<file path="src/rtl/iter_multiplier_if.sv">
// iter_multiplier_if: operand/product handshake bundle for iter_multiplier.
// master = issuing stage, slave = multiplier.
interface iter_multiplier_if #(
  parameter int XLEN = 64
);
  logic              in_valid;
  logic              in_ready;
  logic [XLEN-1:0]   a;
  logic [XLEN-1:0]   b;
  logic              a_signed;
  logic              b_signed;
  logic              out_valid;
  logic              out_ready;
  logic [2*XLEN-1:0] out;

  modport master (
    output in_valid, a, b, a_signed, b_signed, out_ready,
    input  in_ready, out_valid, out
  );

  modport slave (
    input  in_valid, a, b, a_signed, b_signed, out_ready,
    output in_ready, out_valid, out
  );
endinterface

</file>
<file path="src/rtl/iter_multiplier.sv">
// iter_multiplier: sign-magnitude iterative multiplier, full 2*XLEN product.
// Define MUL_EARLY_OUT_EN to stop once the remaining multiplier bits are zero.
module iter_multiplier #(
  parameter int XLEN           = 64,
  parameter int BITS_PER_CYCLE = 4
) (
  input  logic             clk,
  input  logic             rst_n,
  input  logic             flush,
  iter_multiplier_if.slave mif
);
  localparam int N  = XLEN / BITS_PER_CYCLE;
  localparam int CW = $clog2(N) + 1;
  localparam int PW = 2 * XLEN;

  generate
    if ((BITS_PER_CYCLE != 1 && BITS_PER_CYCLE != 2 &&
         BITS_PER_CYCLE != 4 && BITS_PER_CYCLE != 8) ||
        (XLEN % BITS_PER_CYCLE != 0)) begin : g_bad_cfg
      $error("iter_multiplier: illegal BITS_PER_CYCLE");
    end
  endgenerate

  typedef enum logic [1:0] {IDLE, CALC, DONE} state_t;

  state_t          state;
  logic [PW-1:0]   mcand;
  logic [PW-1:0]   acc;
  logic [PW-1:0]   pp;
  logic [PW-1:0]   acc_nxt;
  logic [PW-1:0]   res;
  logic [PW-1:0]   prod;
  logic [XLEN-1:0] mplr;
  logic [XLEN-1:0] a_mag;
  logic [XLEN-1:0] b_mag;
  logic [CW-1:0]   cnt;
  logic            neg;
  logic            a_neg;
  logic            b_neg;
  logic            last;
  logic            valid_q;

  assign a_neg = mif.a_signed & mif.a[XLEN-1];
  assign b_neg = mif.b_signed & mif.b[XLEN-1];
  assign a_mag = a_neg ? -mif.a : mif.a;
  assign b_mag = b_neg ? -mif.b : mif.b;

  // one radix-2^BITS_PER_CYCLE digit as a sum of shifted copies
  always_comb begin
    pp = '0;
    for (int i = 0; i < BITS_PER_CYCLE; i++) begin
      if (mplr[i]) pp = pp + (mcand << i);
    end
  end

  assign acc_nxt = acc + pp;
  assign res     = neg ? -acc_nxt : acc_nxt;

`ifdef MUL_EARLY_OUT_EN
  assign last = (cnt == CW'(N - 1)) ||
                ((mplr >> BITS_PER_CYCLE) == '0);
`else
  assign last = (cnt == CW'(N - 1));
`endif

  assign mif.in_ready  = (state == IDLE) && !flush && rst_n;
  assign mif.out_valid = valid_q;
  assign mif.out       = prod;

  always_ff @(posedge clk) begin
    if (!rst_n) begin
      state   <= IDLE;
      valid_q <= 1'b0;
      prod    <= '0;
      acc     <= '0;
      mcand   <= '0;
      mplr    <= '0;
      cnt     <= '0;
      neg     <= 1'b0;
    end else if (flush) begin
      state   <= IDLE;
      valid_q <= 1'b0;
    end else begin
      unique case (state)
        IDLE: begin
          if (mif.in_valid) begin
            mcand <= {{XLEN{1'b0}}, a_mag};
            mplr  <= b_mag;
            neg   <= a_neg ^ b_neg;
            acc   <= '0;
            cnt   <= '0;
`ifdef MUL_EARLY_OUT_EN
            if (b_mag == '0) begin
              prod    <= '0;
              valid_q <= 1'b1;
              state   <= DONE;
            end else begin
              state   <= CALC;
            end
`else
            state <= CALC;
`endif
          end
        end
        CALC: begin
          acc   <= acc_nxt;
          mcand <= mcand << BITS_PER_CYCLE;
          mplr  <= mplr >> BITS_PER_CYCLE;
          cnt   <= cnt + CW'(1);
          if (last) begin
            prod    <= res;
            valid_q <= 1'b1;
            state   <= DONE;
          end
        end
        DONE: begin
          if (mif.out_ready) begin
            valid_q <= 1'b0;
            state   <= IDLE;
          end
        end
        default: state <= IDLE;
      endcase
    end
  end
endmodule

</file>
<file path="src/flat_wrapper.sv">
// flat-port wrapper written by rule: the top's interface ports become plain ports
module iter_multiplier_flat 
#(
  parameter int XLEN           = 64,
  parameter int BITS_PER_CYCLE = 4
)
  (clk, rst_n, flush, mif_in_valid, mif_a, mif_b, mif_a_signed, mif_b_signed, mif_out_ready, mif_in_ready, mif_out_valid, mif_out);
  iter_multiplier_if #(.XLEN(XLEN)) mif_i ();
  input  logic clk;
  input  logic rst_n;
  input  logic flush;
  input wire logic [$bits(mif_i.in_valid)-1:0] mif_in_valid;
  input wire logic [$bits(mif_i.a)-1:0] mif_a;
  input wire logic [$bits(mif_i.b)-1:0] mif_b;
  input wire logic [$bits(mif_i.a_signed)-1:0] mif_a_signed;
  input wire logic [$bits(mif_i.b_signed)-1:0] mif_b_signed;
  input wire logic [$bits(mif_i.out_ready)-1:0] mif_out_ready;
  output wire logic [$bits(mif_i.in_ready)-1:0] mif_in_ready;
  output wire logic [$bits(mif_i.out_valid)-1:0] mif_out_valid;
  output wire logic [$bits(mif_i.out)-1:0] mif_out;
  assign mif_i.in_valid = mif_in_valid;
  assign mif_i.a = mif_a;
  assign mif_i.b = mif_b;
  assign mif_i.a_signed = mif_a_signed;
  assign mif_i.b_signed = mif_b_signed;
  assign mif_i.out_ready = mif_out_ready;
  assign mif_in_ready = mif_i.in_ready;
  assign mif_out_valid = mif_i.out_valid;
  assign mif_out = mif_i.out;
  iter_multiplier #(.XLEN(XLEN), .BITS_PER_CYCLE(BITS_PER_CYCLE)) u_core (.clk(clk), .rst_n(rst_n), .flush(flush), .mif(mif_i));
endmodule
</file>
<file path="config.mk">
export PLATFORM = sky130hd
export DESIGN_NAME = iter_multiplier_flat
export DESIGN_NICKNAME = d
export VERILOG_FILES = /design/src/rtl/iter_multiplier_if.sv /design/src/rtl/iter_multiplier.sv /design/src/flat_wrapper.sv
export SDC_FILE = /design/constraint.sdc
export NUM_CORES = 2
export LEC_CHECK = 0
export BUFFER_PORTS_ARGS = -buffer_cell sky130_fd_sc_hd__buf_2
export CAP_MARGIN = 20
export CORE_ASPECT_RATIO = 0.75
export CORE_MARGIN = 2
export CORE_UTILIZATION = 45
export CTS_CLUSTER_SIZE = 28
export DETAILED_ROUTE_END_ITERATION = 10
export GPL_ROUTABILITY_DRIVEN = 1
export MAX_ROUTING_LAYER = met4
export PLACE_DENSITY_LB_ADDON = 0.3
export SYNTH_ARGS = -nofsm -noshare
export SYNTH_HDL_FRONTEND = slang
export SYNTH_SLANG_ARGS = --single-unit
</file>
<file path="constraint.sdc">
create_clock -name clk -period 45.3 [get_ports clk]
set_input_delay 9.06 -clock clk [delete_from_list [all_inputs] [get_ports clk]]
set_output_delay 9.06 -clock clk [all_outputs]
set_load 0.01 [all_outputs]
</file>
### After elaboration in Yosys (flattened, before gate mapping)

Cells that the tools add are included.

| word-level totals | value |
|---|---|
| logic and storage cells | 61 |
| flip-flop bits (word level) | 457 |
| output and inout bits | 130 |
| bits of input ports | 135 |

| operators by class | value |
|---|---|
| bitwise operators | 5 |
| equality and inequality tests | 6 |
| reduce and logical (&&, ||, !) cells | 12 |
| mux-type cells | 22 |
| add/subtract/negate cells | 8 |

Operator list:

| cell | count |
|---|---|
| 128-bit 2-to-1 mux | 7 |
| 128-bit adder | 4 |
| 128-bit one-hot mux with 2 select lines | 2 |
| 64-bit 2-to-1 mux | 3 |
| 128-bit negator | 1 |
| 64-bit negator | 2 |
| 64-bit one-hot mux with 2 select lines | 1 |
| 3-bit AND reduction | 5 |
| 5-bit one-hot mux with 2 select lines | 1 |
| 2-bit 2-to-1 mux | 3 |
| 2-bit one-hot mux with 3 select lines | 1 |
| 5-bit by 1-bit adder with 5-bit output (second input constant) | 1 |
| 5-bit by 4-bit == test with 1-bit output (second input constant) | 1 |
| 5-bit 2-to-1 mux | 1 |
| 2-bit != test (second input constant) | 2 |
| 2-bit nonzero test | 2 |
| 1-bit bitwise AND | 2 |
| 2-bit by 1-bit == test with 1-bit output (second input constant) | 1 |
| 2-bit == test (second input constant) | 1 |
| 1-bit logical AND | 2 |
| 2-bit zero test | 1 |
| 1-bit 2-to-1 mux | 2 |
| 2-bit by 1-bit != test with 1-bit output (second input constant) | 1 |
| 1-bit inverter | 2 |
| 4 further kinds | 4 |

### Depth between registers and ports, before layout

| logic depth | value |
|---|---|
| depth after elaboration | 10 |
| mapped depth | 76 |
| gate-level depth less buffers | 64 |

### Least setup slack after synthesis

No wires, ideal clock.

| path | value |
|---|---|
| path type | in2out |
| start point | in rst_n |
| end point | out mif_in_ready |
| arrival time | 9732 ps |
| stages | 3 |
| buffers on the path | 1 |
| data required time | 36240 ps |
| slack | 26508 ps |
| cell sequence | clkbuf_1 > nand2b_1 > nor3_1 |

| on the way | value |
|---|---|
| cells in the longest elaborated chain, start to end | 1 |

RTL lines:

| what | RTL line | source |
|---|---|---|
| start: declaration | flat_wrapper.sv:10 | `input logic rst_n;` |
| 1-bit logical AND | iter_multiplier.sv:66 | `assign mif.in_ready = (state == IDLE) && !flush && rst_n;` |
| end: declaration | flat_wrapper.sv:18 | `output wire logic [$bits(mif_i.in_ready)-1:0] mif_in_ready;` |

Every way passes these cells.

### Worst setup path after layout

Ends and elaborated chain as after synthesis.

==> flow_summary.yaml <==
place:
  place_congestion: 1.024
  dp.cells: 10446
  dp_hpwl_mm: 181.1
  placed_area_sq_um: 63460
  io_buffers: 264
cts:
  cts_tree: "built"
  cts_buffers: 57
  htreeDepth: 2
  clock_latency_ns: 0.70
  cts-root-buf: "clkbuf_16"
  cts-hold-fix-buffers: 0
  cts_sinks: 457
  clk_pin_slew_worst_paths_ns: 0.06
  post-cts-setup-buffers: 0
  cts_resized: 0
  clockBufferDepth: 3
logic_synthesis:
  synth-main-ff-cell: "dfxtp_1"
  syn_area_per_cell_sq_um: 6.924
  synthTopCellsByCount: "nor2_1 (1,132), a21oi_1 (1,045), nand2_1 (840), o21ai_0 (562), ha_1 (513)"
  yosys.area.top_type_share: 0.1486
  synth_edf_count: 0
  synth_seq_cells: 457
  yosysSeqAreaShare: 0.1486
  synth_area_leaders: "dfxtp_1 (15%), ha_1 (10%), a21oi_1 (8.5%), nor2_1 (6.9%), xnor2_1 (5.5%)"
  synth.cell_area_sq_um: 61550
  async_reset_ff_frac: 0
  synth_most_common_cell: "nor2_1"
  netlist_instances: 8890
  synth_area_leader_cell: "dfxtp_1"
  synth.net_count: 9542
  yosysUniqueCellTypes: 114
  ys_warn_count: 0
grt:
  grt_pass1_vias: 61316
  grt.overflow.total: 0
  gr-usage-all-layers: 0.3205
  grt_pass1_wl_mm: 352.4
  antenna_found_initial: 14
  grt_max_degree: 170
route:
  drtIter0Drc: 5957
  finalWirelength_mm: 227.7
  wire_per_inst_um: 21.56
  ant_nets: 0
  vias_per_cell: 6.272
  num_vias: 66244
  drc: 0
  drt_first_pass_iters: 6
sta:
  clock_skew_ns: 0.04491
  fmax_mhz: 52.27
  fin_crit_ns: 19.13
  hold_viol: 0
  slew_headroom: 0.2460
  rsz0062_at_grt: "false"
  setup_violations: 0
  post-route-period-util: 0.4223
  tightest_slew_ns: 1.131
  finalSetupTns_ns: 0
  drv_slew: 0
worst_setup_path:
  crit_start: "rst_n"
  cp_data_arrival_time_ns: 10.07
  worstPathMaxFanout: 19
  r2r_end: "u_core.mif.out[124]$_SDFFE_PN0P_"
  reg2reg_from: "u_core.mplr[0]$_SDFFE_PN0P_"
  rr_worst_depth: 58
  crit_end: "mif_in_ready"
  critical_path_class: "input pin to primary output"
  setup.worst_path.start_class: "input pin"
  crit_required_ns: 36.24
  cp-end-kind: "primary output"
  ff2ff_setup_slack_ns: 28.20
finish:
  fin_util: 0.4818
  final_cells: 10562
  area_growth_pct: 6.220
  final_layout_size_suffix_gt1_frac: 0.08260
  num-nets-final: 9373
  final_area_sq_um: 65380
power:
  p_per_area_nw_per_um2: 18.59
  total_power_mw: 1.215
  ir_worst_vdd_mv: 0.03004
  p_leak_nw: 27.25
status:
  status: "finished clean"
flow_run:
  cap_violations: 0
floorplan:
  die_area_sq_um: 139800
  io_pins: 265
  rows: 117
  dieWidth_um: 431.1
  dieHeight_um: 324.3
  design.core.area_sq_um: 135700
  initial_core_util: 0.4536
worst_hold_path:
  hold_class: "flip-flop to flip-flop"
state kept, by name, summed over array words and instances (netlist names):
name,flops
u_core.mplr,64
u_core.acc,128
u_core.state,2
u_core.mif.out_valid,1
u_core.mcand,128
u_core.cnt,5
u_core.neg,1
u_core.mif.out,128
kinds of logic after synthesis:
logic type / Yosys count / synth area share
simple gates: 3103 / 0.2372
compound gates: 3084 / 0.3188
buf+inv: 801 / 0.05064
xor+xnor: 737 / 0.1049
fa+ha+maj: 518 / 0.1057
flops: 457 / 0.1486
mux: 190 / 0.03419
cells in the final DEF, fill, tap and decap left out, types with 63 or more instances in the layout:
cell,instances
nand2b_1,79
o21bai_1,118
ha_1,513
xnor2_1,385
nand4_1,210
a21oi_1,1045
a211oi_1,224
a22oi_1,190
nor3_1,159
o31ai_1,86
xor2_1,352
and2_1,93
a21o_1,274
mux2_2,162
o21a_1,63
inv_1,242
nand3_1,112
o21ai_0,562
nor2b_1,71
dfxtp_1,452
or3_1,74
nand2_1,840
nor2_1,1131
buf_2,264
layout make-up:
cell class / count / area, sq um
sequential: 457 / 9168
tap: 1785 / 2233
inverter: 244 / 923.4
clock inverter: 29 / 334.1
clock buffer: 74 / 1550
fill: 13864 / 70320
multi-input combinational: 7632 / 49310
antenna: 12 / 30.03
timing repair buffer: 329 / 1832
worst max-delay path, stage by stage:
cell and delay (ns):
buf_2 0.08, buf_4 0.37, nand2b_1 0.23, nor3_1 0.18, buf_2 0.16
metrics by stage:
stage / setup WS, ns / hold WS (ns)
after global placement: 26.17 / 0.4400
final: 26.17 / 0.4483
after floorplan: 26.51 / 0.4344
after detailed placement: 26.18 / 0.4415
after global routing: 26.06 / 0.4663
after CTS: 26.18 / 0.4498
power breakdown:
group | switching (mW) | total (mW) | leakage (nW) | internal (mW)
registers | 0.0239 | 0.434 | 3.70 | 0.410
logic | 0.199 | 0.302 | 22.6 | 0.103
clock network | 0.208 | 0.479 | 0.923 | 0.271
metal layers:
layer  part of all wire  up-vias  GRT usage
met5                  0        -          -
met4              0.036        0     0.1069
met3              0.054      390    0.02816
met2               0.46     2102     0.5192
met1               0.45    31499     0.4199
li1                   -    32253          -
worst min path at each step:
stage / start / to / slack [ns] / depth (start not counted)
finish: u_core.mif.out[80]$_SDFFE_PN0P_ / u_core.mif.out[80]$_SDFFE_PN0P_ / 0.45 / 2
global route: u_core.mif.out[83]$_SDFFE_PN0P_ / u_core.mif.out[83]$_SDFFE_PN0P_ / 0.47 / 2
CTS: u_core.mif.out[88]$_SDFFE_PN0P_ / u_core.mif.out[88]$_SDFFE_PN0P_ / 0.45 / 2
detailed placement: u_core.mif.out[88]$_SDFFE_PN0P_ / u_core.mif.out[88]$_SDFFE_PN0P_ / 0.44 / 2
global placement: u_core.mif.out[110]$_SDFFE_PN0P_ / u_core.mif.out[110]$_SDFFE_PN0P_ / 0.44 / 2
floorplan: u_core.mplr[63]$_SDFFE_PN0P_ / u_core.mplr[63]$_SDFFE_PN0P_ / 0.43 / 2
No activity file was read; power rests on OpenSTA's default activity.
